### src/rtl/seg_scan_if.sv
`default_nettype none
// ============================================================================
//  Module      : seg_scan_if
//  Description : Signal bundle between a display-value source and the
//                seg_scan seven-segment scanner.
//                master : drives the scan-rate wave, the value, the decimal
//                         points and the enable; observes the display pins.
//                slave  : the scanner itself.
//  Signals     : clk_led    scan-rate square wave (clk_board domain)
//                value      32-bit hex value, nibble k -> digit k
//                dp         per-digit decimal point, 1 = lit
//                enable     0 forces every anode inactive
//                an         one-hot digit select (polarity per AN_ACTIVE_LOW)
//                seg        segments {g,f,e,d,c,b,a} (polarity per SEG_ACTIVE_LOW)
//                seg_dp     decimal-point segment
//                frame_done one-cycle pulse when a new frame is latched
//  Revision    : 1.0  initial release
// ============================================================================
interface seg_scan_if #(
   parameter int DIGITS = 8
) ();

   logic              clk_led;
   logic [31:0]       value;
   logic [DIGITS-1:0] dp;
   logic              enable;
   logic [DIGITS-1:0] an;
   logic [6:0]        seg;
   logic              seg_dp;
   logic              frame_done;

   modport master (
      output clk_led,
      output value,
      output dp,
      output enable,
      input  an,
      input  seg,
      input  seg_dp,
      input  frame_done
   );

   modport slave (
      input  clk_led,
      input  value,
      input  dp,
      input  enable,
      output an,
      output seg,
      output seg_dp,
      output frame_done
   );

endinterface
`default_nettype wire

### src/rtl/seg_scan.sv
`default_nettype none
// ============================================================================
//  Module      : seg_scan
//  Description : Time-multiplexed driver for a multi-digit hex seven-segment
//                display. One digit is advanced per rising edge of the
//                clk_led scan wave. The displayed 32-bit value and decimal
//                points are latched once per frame (on the wrap from the last
//                digit back to digit 0) so a frame is always shown
//                atomically. After every digit change the anodes are held off
//                for GUARD clk_board cycles to suppress ghosting. Optional
//                leading-zero blanking hides upper zero digits (digit 0 is
//                always shown).
//  Ports       : clk_board  in   board clock, the only clock of the block
//                rst_n      in   asynchronous active-low reset
//                bus        slave modport of seg_scan_if (scan wave, value,
//                           decimal points, enable in; an/seg/seg_dp and
//                           frame_done out, all registered)
//  Revision    : 1.0  initial release
// ============================================================================
module seg_scan #(
   parameter int DIGITS         = 8,   // digits scanned, 1..8
   parameter int GUARD          = 16,  // anode-off cycles after a change, 0..255
   parameter int SEG_ACTIVE_LOW = 1,   // 1: seg/seg_dp low = lit
   parameter int AN_ACTIVE_LOW  = 1,   // 1: an low = selected
   parameter int BLANK_LEADING  = 1    // 1: blank leading zero digits
) (
   input  wire logic   clk_board,
   input  wire logic   rst_n,
   seg_scan_if.slave   bus
);

   // ------------------------------------------------------------------------
   // Constants
   // ------------------------------------------------------------------------
   localparam int                IW         = (DIGITS > 1) ? $clog2(DIGITS) : 1;
   localparam logic [IW-1:0]     c_last_idx = IW'(DIGITS - 1);
   localparam logic [7:0]        c_guard    = 8'(GUARD);
   localparam logic [DIGITS-1:0] c_an_idle  = (AN_ACTIVE_LOW  != 0) ? '1 : '0;
   localparam logic [6:0]        c_seg_idle = (SEG_ACTIVE_LOW != 0) ? '1 : '0;
   localparam logic              c_dp_idle  = (SEG_ACTIVE_LOW != 0);

   // ------------------------------------------------------------------------
   // State
   // ------------------------------------------------------------------------
   logic              clk_led_q;
   logic [IW-1:0]     idx_q,        idx_d;
   logic [7:0]        gcnt_q,       gcnt_d;
   logic [31:0]       value_l_q,    value_l_d;
   logic [DIGITS-1:0] dp_l_q,       dp_l_d;
   logic              frame_done_q, frame_done_d;
   logic [DIGITS-1:0] an_q,         an_d;
   logic [6:0]        seg_q,        seg_d;
   logic              seg_dp_q,     seg_dp_d;

   // ------------------------------------------------------------------------
   // Combinational helpers
   // ------------------------------------------------------------------------
   logic              w_scan_tick;
   logic              w_last;
   logic [DIGITS-1:0] w_nz;          // per-digit "latched nibble is nonzero"
   logic [3:0]        w_nibble;
   logic              w_dp_sel;
   logic [DIGITS-1:0] w_onehot;
   logic [6:0]        w_glyph;
   logic              w_upper_zero;
   logic              w_blanked;
   logic              w_vis;

   // clk_led is already a clk_board-domain register output, so a single
   // delay stage is enough for a clean rising-edge detect.
   assign w_scan_tick = bus.clk_led & ~clk_led_q;
   assign w_last      = (idx_q == c_last_idx);

   generate
      for (genvar k = 0; k < DIGITS; k++) begin : g_nz
         assign w_nz[k] = |value_l_q[4*k +: 4];
      end
   endgenerate

   // Select the current digit's nibble, decimal point and anode bit.
   always_comb begin
      w_nibble = 4'h0;
      w_dp_sel = 1'b0;
      w_onehot = '0;
      for (int k = 0; k < DIGITS; k++) begin
         if (idx_q == IW'(k)) begin
            w_nibble    = value_l_q[4*k +: 4];
            w_dp_sel    = dp_l_q[k];
            w_onehot[k] = 1'b1;
         end
      end
   end

   // Active-high hex glyph, segments ordered {g,f,e,d,c,b,a}.
   always_comb begin
      w_glyph = 7'h00;
      case (w_nibble)
         4'h0: w_glyph = 7'h3F;
         4'h1: w_glyph = 7'h06;
         4'h2: w_glyph = 7'h5B;
         4'h3: w_glyph = 7'h4F;
         4'h4: w_glyph = 7'h66;
         4'h5: w_glyph = 7'h6D;
         4'h6: w_glyph = 7'h7D;
         4'h7: w_glyph = 7'h07;
         4'h8: w_glyph = 7'h7F;
         4'h9: w_glyph = 7'h6F;
         4'hA: w_glyph = 7'h77;
         4'hB: w_glyph = 7'h7C;
         4'hC: w_glyph = 7'h39;
         4'hD: w_glyph = 7'h5E;
         4'hE: w_glyph = 7'h79;
         4'hF: w_glyph = 7'h71;
         default: w_glyph = 7'h00;
      endcase
   end

   // A digit is a leading zero when it and every digit above it are zero.
   // Shifting the nonzero mask down by idx leaves exactly those digits.
   assign w_upper_zero = ((w_nz >> idx_q) == '0);
   assign w_blanked    = (BLANK_LEADING != 0) && (idx_q != '0) && w_upper_zero;
   assign w_vis        = bus.enable & (gcnt_q == 8'd0) & ~w_blanked;

   // ------------------------------------------------------------------------
   // Next state
   // ------------------------------------------------------------------------
   always_comb begin
      idx_d        = idx_q;
      gcnt_d       = gcnt_q;
      value_l_d    = value_l_q;
      dp_l_d       = dp_l_q;
      frame_done_d = 1'b0;

      if (w_scan_tick) begin
         // Guard restarts on every digit change; the outputs below are built
         // from the current (old) state, so the previous digit stays on one
         // more cycle before the guard blanks it.
         gcnt_d = c_guard;
         if (w_last) begin
            idx_d        = '0;
            value_l_d    = bus.value;
            dp_l_d       = bus.dp;
            frame_done_d = 1'b1;
         end else begin
            idx_d = idx_q + 1'b1;
         end
      end else if (gcnt_q != 8'd0) begin
         gcnt_d = gcnt_q - 8'd1;
      end
   end

   // Registered display pins, polarity applied last.
   always_comb begin
      an_d     = w_vis ? w_onehot : '0;
      seg_d    = w_vis ? w_glyph  : 7'h00;
      seg_dp_d = w_vis & w_dp_sel;
      if (AN_ACTIVE_LOW != 0) begin
         an_d = ~an_d;
      end
      if (SEG_ACTIVE_LOW != 0) begin
         seg_d    = ~seg_d;
         seg_dp_d = ~seg_dp_d;
      end
   end

   // ------------------------------------------------------------------------
   // Registers
   // ------------------------------------------------------------------------
   always_ff @(posedge clk_board or negedge rst_n) begin
      if (!rst_n) begin
         clk_led_q    <= 1'b0;
         idx_q        <= '0;
         gcnt_q       <= c_guard;
         value_l_q    <= 32'h0;
         dp_l_q       <= '0;
         frame_done_q <= 1'b0;
         an_q         <= c_an_idle;
         seg_q        <= c_seg_idle;
         seg_dp_q     <= c_dp_idle;
      end else begin
         clk_led_q    <= bus.clk_led;
         idx_q        <= idx_d;
         gcnt_q       <= gcnt_d;
         value_l_q    <= value_l_d;
         dp_l_q       <= dp_l_d;
         frame_done_q <= frame_done_d;
         an_q         <= an_d;
         seg_q        <= seg_d;
         seg_dp_q     <= seg_dp_d;
      end
   end

   assign bus.an         = an_q;
   assign bus.seg        = seg_q;
   assign bus.seg_dp     = seg_dp_q;
   assign bus.frame_done = frame_done_q;

endmodule
`default_nettype wire
### src/flat_wrapper.sv
// flat-port wrapper written by rule: the top's interface ports become plain ports
module seg_scan_flat 
#(
   parameter int DIGITS         = 8,                          
   parameter int GUARD          = 16,                                            
   parameter int SEG_ACTIVE_LOW = 1,                             
   parameter int AN_ACTIVE_LOW  = 1,                          
   parameter int BLANK_LEADING  = 1                                   
)
  (clk_board, rst_n, bus_clk_led, bus_value, bus_dp, bus_enable, bus_an, bus_seg, bus_seg_dp, bus_frame_done);
  seg_scan_if #(.DIGITS(DIGITS)) bus_i ();
  input  wire logic clk_board;
  input  wire logic rst_n;
  input wire logic [$bits(bus_i.clk_led)-1:0] bus_clk_led;
  input wire logic [$bits(bus_i.value)-1:0] bus_value;
  input wire logic [$bits(bus_i.dp)-1:0] bus_dp;
  input wire logic [$bits(bus_i.enable)-1:0] bus_enable;
  output wire logic [$bits(bus_i.an)-1:0] bus_an;
  output wire logic [$bits(bus_i.seg)-1:0] bus_seg;
  output wire logic [$bits(bus_i.seg_dp)-1:0] bus_seg_dp;
  output wire logic [$bits(bus_i.frame_done)-1:0] bus_frame_done;
  assign bus_i.clk_led = bus_clk_led;
  assign bus_i.value = bus_value;
  assign bus_i.dp = bus_dp;
  assign bus_i.enable = bus_enable;
  assign bus_an = bus_i.an;
  assign bus_seg = bus_i.seg;
  assign bus_seg_dp = bus_i.seg_dp;
  assign bus_frame_done = bus_i.frame_done;
  seg_scan #(.DIGITS(DIGITS), .GUARD(GUARD), .SEG_ACTIVE_LOW(SEG_ACTIVE_LOW), .AN_ACTIVE_LOW(AN_ACTIVE_LOW), .BLANK_LEADING(BLANK_LEADING)) u_core (.clk_board(clk_board), .rst_n(rst_n), .bus(bus_i));
endmodule
### config.mk
export PLATFORM = sky130hd
export DESIGN_NAME = seg_scan_flat
export DESIGN_NICKNAME = d
export VERILOG_FILES = /design/src/rtl/seg_scan_if.sv /design/src/rtl/seg_scan.sv /design/src/flat_wrapper.sv
export SDC_FILE = /design/constraint.sdc
export NUM_CORES = 1
export LEC_CHECK = 0
export CAP_MARGIN = 40
export CORE_MARGIN = 4
export CORE_UTILIZATION = 30
export DETAILED_ROUTE_END_ITERATION = 6
export GPL_TIMING_DRIVEN = 0
export RECOVER_POWER = 25
export SYNTH_ARGS = -nofsm -noshare
export SYNTH_HDL_FRONTEND = slang
export SYNTH_SLANG_ARGS = --single-unit
### constraint.sdc
create_clock -name clk_board -period 3.73 [get_ports clk_board]
set_input_delay 0.5595 -clock clk_board [delete_from_list [all_inputs] [get_ports clk_board]]
set_output_delay 0.5595 -clock clk_board [all_outputs]
set_load 0.01 [all_outputs]
After elaboration in Yosys (flattened, before gate mapping)
Memory sizes are Yosys's and may differ from the RTL's.
Index checks and enable logic that the tools add are counted.
{ "totals": {"reg_bits": 69, "romBits": 112, "inputBits": 44, "out_inout_bits": 17, "word_cells": 75, "n_memories": 1} }
{ "memory_table": {"columns": ["memory", "depth", "word_bits", "rd", "rd_clocked_by_memory_dff", "wr", "line", "source"], "rows": [
  ["(no name shown)", 16, 7, 1, 0, 0, "seg_scan.sv:97", "case (w_nibble)"]
]} }
{ "classes": {"addsub": 2, "eq_ne": 7, "n_shift": 1, "muxes": 30, "bitwise_logic": 9, "reduce_logical": 16} }
{ "op_table": {"columns": ["operator", "count"], "rows": [
  ["4-bit 2-to-1 mux", 8],
  ["4-bit OR reduction", 8],
  ["8-bit 2-to-1 mux", 3],
  ["1-bit 2-to-1 mux", 17],
  ["8-bit zero test", 2],
  ["3-bit equality test (second input constant)", 4],
  ["8-bit inverter", 1],
  ["8-bit nonzero test", 1],
  ["8-bit by 3-bit right shift with 8-bit output", 1],
  ["8-bit by 1-bit subtractor with 8-bit output (second input constant)", 1],
  ["7-bit 2-to-1 mux", 1],
  ["7-bit inverter", 1],
  ["3-bit by 2-bit equality test with 1-bit output (second input constant)", 2],
  ["1-bit AND", 4],
  ["3-bit by 1-bit adder with 3-bit output (second input constant)", 1],
  ["3-bit by 1-bit equality test with 1-bit output (second input constant)", 1],
  ["3-bit zero test", 1],
  ["3-bit 2-to-1 mux", 1],
  ["1-bit inverter", 3],
  ["3-bit nonzero test", 1],
  ["2-bit AND reduction", 1],
  ["2-bit nonzero test", 1],
  ["1-bit logical AND", 1]
]} }

Longest topological paths before layout
An unclocked memory read counts as a cell.
{ "depth": {"ltp_word": 12, "ltp_mapped": 14} }

Worst setup path after synthesis
No wires, ideal clock.
{ "synth_timing": {"kind": "register to register", "startpoint": "register u_core.idx_q[0]", "endpoint": "register u_core.seg_q[3], in the netlist u_core.bus.seg[3]", "setup_time_ns": 0.060, "t_arrival_ns": 2.680, "t_required_ns": 3.670, "setup_slack_ns": 0.989, "path_stages_with_launch": 14, "cell_sequence": "dfrtp_1 > inv_1 > ha_1 > buf_6 > or2_2 > a22oi_1 > o22ai_1 > a32o_1 > mux2i_1 > inv_1 > ha_1 > mux2i_1 > mux2_2 > nand2_1"} }
{ "synth_between": {"elab_chain_cells": 12, "word_cells_on_any_way": 25, "cone_classes": "7 x eq/ne; 1 x shift; 9 x mux; 3 x bitwise; 4 x reduce/logical; 1 x memory"} }
{ "synth_rtl": {"columns": ["item", "line", "source"], "rows": [
  ["from (decl)", "seg_scan.sv:46", "logic [IW-1:0] idx_q, idx_d;"],
  ["from (signal assigned)", "seg_scan.sv:182", "idx_q <= idx_d;"],
  ["3-bit zero test", "seg_scan.sv:86", "if (idx_q == IW'(k)) begin"],
  ["4-bit 2-to-1 mux (8 in series)", "seg_scan.sv:86", null],
  ["memory read 16 x 7 bit", null, null],
  ["7-bit 2-to-1 mux (*)", "seg_scan.sv:155", "seg_d = w_vis ? w_glyph : 7'h00;"],
  ["7-bit inverter (*)", "seg_scan.sv:161", "seg_d = ~seg_d;"],
  ["via u_core.seg_d[3]", "seg_scan.sv:52", "logic [6:0] seg_q, seg_d;"],
  ["to (signal assigned)", "seg_scan.sv:178", "seg_q <= c_seg_idle;"],
  ["to (signal assigned)", "seg_scan.sv:188", "seg_q <= seg_d;"],
  ["to (decl)", "seg_scan.sv:52", null]
]} }
The timed path passes the listed nets; every way through them passes the cells marked *.
A chain may end at the register's enable or synchronous reset.

Worst setup path after layout
Ends and elaborated chain as after synthesis.

==> summary.txt <==
CTS
  • TritonCTS clock tree: yes
  • Root Buffer: clkbuf_16
  • Clk sinks: slightly below 70
  • Clk_lat worst skew: 0.33 ns
  • Deepest clock path buffer count: 2
  • # hold bufs at CTS: 0
  • Post-cts resize count: 0
  • CTS clock-pin slew for the worst setup and hold paths: 0.06 ns
  • Setup repair bufs after CTS: 0
  • Htree depth: 3
  • CTS buffer count: 9

Global routing
  • Initial antenna violation count: 0
  • Largest net degree at the start of global routing: 70
  • GRT Total Usage: 13.3%
  • Busiest grt layer: met2
  • Grt ovf: 0
  • Met3 GRT Util: ~4.1%
  • GR Util met1: 17.1%
  • First-pass GRT wire length: about 14000 µm
  • Vias in the first global route: 2748
  • Met2 usage: 21.3%

Synthesis
  • Cell count after synthesis: roughly 310
  • Post-synth top area share: between 30% and 40%
  • Flops & latches, synth: 69
  • Post-synth top flop: dfrtp_1
  • Post-synth EDFFs: 0
  • Area leader, netlist: dfrtp_1
  • Top cells by area, synth: dfrtp_1, dfstp_2, mux2_2
  • Synth Area in Compound Gates: 12.5%
  • Post-synthesis xor/xnor area fraction: about 1.3%
  • Sequential fraction of the synthesis area: between 50% and 60%
  • Multiplexer area fraction after synthesis: between 10 and 15%
  • Largest family of logic cells by synthesized area: multiplexers
  • Syn Area/Cell: between 10 and 15 µm²
  • Simple-gate area share of the yosys netlist: between 10% and 20%
  • Yosys Warn Count: 0
  • Mapped Area: 0.00343 mm²
  • Synth Area in Adders: approximately 4.7%
  • Synth async-reset ratio: between 90% and 100%
  • Syn nets: approximately 360
  • Netlist cell types: 49

Route
  • Antenna Violating Nets Remaining: 0
  • DR vias: around 2600
  • Initial detailed-routing violation count: around 110
  • Final WL: 8150 µm
  • Wire per inst: 15.6 µm
  • TritonRoute pass-1 iters: 4
  • Vias/cell: slightly below 5
  • Drt drc: 0

Run status
  • Status: finished, violations left
  • Failing checks: capacitance limit, slew limit

Layout
  • Most frequent cells in the layout: clkdlybuf4s50_1, dfrtp_1, mux2_2
  • Register area: 0.00175 mm²
  • # fillers: 1123
  • N_diodes: 0
  • Commonest non-fill, non-tap cell in the layout: clkdlybuf4s50_1
  • Fin nets: around 440
  • Share of cells above drive strength 1: a little under a quarter
  • Area of the multi-input gates: 0.00154 mm²
  • P&R area growth vs syn: 31.9%

Setup path
  • CP delay by family, top: buffers and inverters
  • Crit-path max FO: 10
  • Startpoint Class: flop
  • Slowest CP cell: dfrtp_1
  • WP data required: approximately 4 ns
  • Worst path bufs/invs: 4
  • CP endpoint kind: flop
  • Crit Path Class: reg2reg
  • CP arrival: about 3.6 ns
  • Crit path largest cell delay: between 0.5 and 0.6 ns
  • Crit-path cells: inv_1 > ha_1 > buf_2 > clkbuf_1 > a221oi_1 > o22ai_1 > a32o_1 > mux2i_1 > inv_1 > ha_1 > mux2i_1 > mux2_2 > nand2_1

STA
  • Slew margin rel.: -11.0%
  • Unrepaired setup endpoints after global routing: no
  • # setup viols final: 0
  • Hold Vio Cnt, Final: 0
  • Maximum clock rate: about 300 MHz
  • Final Skew: about 0.0075 ns
  • Worst slew pin tran: 1.66 ns
  • Max-slew violation count: 70
  • Final period util: between 80% and 90%
  • Final setup margin: between 0.3 and 0.4 ns
  • Clock period minus final worst setup slack: roughly 3.4 ns

Placed design
  • PortBufs: 60
  • Routability cong.: slightly below 0.9
  • Dpl ws: 0.421 ns
  • Post-DP HPWL: approximately 6000 µm

Power
  • Logic pwr share: between 40% and 50%
  • Internal: 2.34 mW
  • Switch Pwr: around 1.3 mW
  • Worst-case vdd ir drop: ~400 µV
  • Pleak: about 1.9 nW
  • Total power draw: ~3.7 mW
  • Pwr per Cell Area: a little over 800 mW/mm²
  • Clock power share: 24.7%
  • Sequential fraction of design power: between 30% and 40%
  • Switching Share: between 30% and 40%

Floorplan
  • Starting Density: a little under a third
  • I/O pin cnt: 61
  • Width of the die: between 100 and 150 µm
  • Die height: 115 µm
  • Row Count: 38
  • Die area: 0.0132 mm²
  • Core area: roughly 0.011 mm²

Job
  • Max cap viols: 1

Worst hold path
  • Tightest Hold Check Type: reg2reg
## power by group through the flow
stage	Clock (mW)	Combinational [mW]	Sequential [mW]
detailed placement	0	1.50	1.27
global placement	0	1.45	1.26
finish	0.908	1.51	1.26
global route	0.965	1.68	1.30
floorplan	0	1.16	1.18
CTS	0.932	1.51	1.26
## per-layer routing
| metal | part of all wire, % | routed length, µm |
|---|---|---|
| met4 | 2.2 | 177 |
| met5 | 0 | 0 |
| met1 | 44 | 3610 |
| met3 | 5.2 | 421 |
| met2 | 48 | 3940 |
## registers in the layout, summed over array words and instances, names as in the netlist
| signal | cells |
|---|---|
| u_core.value_l_q | 32 |
| u_core.bus.an | 8 |
| u_core.dp_l_q | 8 |
| u_core.gcnt_q | 8 |
| u_core.bus.seg | 7 |
| u_core.idx_q | 3 |
| u_core.bus.frame_done | 1 |
| u_core.bus.seg_dp | 1 |
| u_core.clk_led_q | 1 |
## through the flow
stage / instance area (µm²) / utilization (%) / setup TNS [ns] / hold slack, ns / cells
global placement: 4210 / 38.2 / -4.73 / 0.486 / 507
global route: 4530 / 41.1 / 0 / 0.510 / 523
CTS: 4530 / 41.1 / 0 / 0.377 / 523
finish: 4530 / 41.1 / 0 / 0.498 / 523
detailed placement: 4210 / 38.1 / 0 / 0.493 / 507
floorplan: 3430 / - / 0 / 0.264 / 307
## cell families after synthesis
logic type	after synthesis
and+or+nand+nor	82
DFF	69
AOI/OAI and AO/OA	63
muxes	43
buffers and inverters	32
adders and majority gates	13
xor gates and xnor gates	5
## path summary, 6_finish.rpt
kind                                   from  cells past startpoint  slack, ns             endpoint
max reg2reg                 u_core.idx_q[0]                     13       0.38    u_core.bus.seg[3]
max                         u_core.idx_q[0]                     13       0.38    u_core.bus.seg[3]
min                        u_core.dp_l_q[7]                      1       0.50     u_core.dp_l_q[7]
min in group asynchronous             rst_n                      1       0.65     u_core.dp_l_q[2]
min reg2reg                u_core.dp_l_q[7]                      1       0.50     u_core.dp_l_q[7]
max in group asynchronous             rst_n                      1       2.08  u_core.value_l_q[7]
## Yosys cell counts (2+ instances only)
cell,instances
dfrtp_1,52
mux2_2,38
nand2_1,25
dfstp_2,17
o21ai_0,17
inv_1,15
nor2_1,15
ha_1,13
a21oi_1,12
nand3_1,9
clkbuf_1,8
buf_2,6
a221oi_1,5
mux2i_1,5
nor2b_1,5
o22ai_1,5
or4_1,5
nand2b_1,4
nor3_1,4
nor4_1,4
xnor2_1,4
a211o_1,3
o221ai_1,3
a211oi_1,2
a221o_1,2
a22o_1,2
buf_6,2
nand3b_1,2
o211ai_1,2
or2_2,2
## final cells by class
| cell class | count | share of cell area, % |
|---|---|---|
| Tap cell | 140 | 3.87 |
| Multi-Input combinational cell | 206 | 34.0 |
| Clock buffer | 10 | 5.27 |
| Timing Repair Buffer | 60 | 13.1 |
| Inverter | 15 | 1.24 |
| Sequential cell | 69 | 38.6 |
| Buffer | 17 | 1.99 |
| Clock inverter | 6 | 1.91 |
Power figures use the tool's default switching activity.
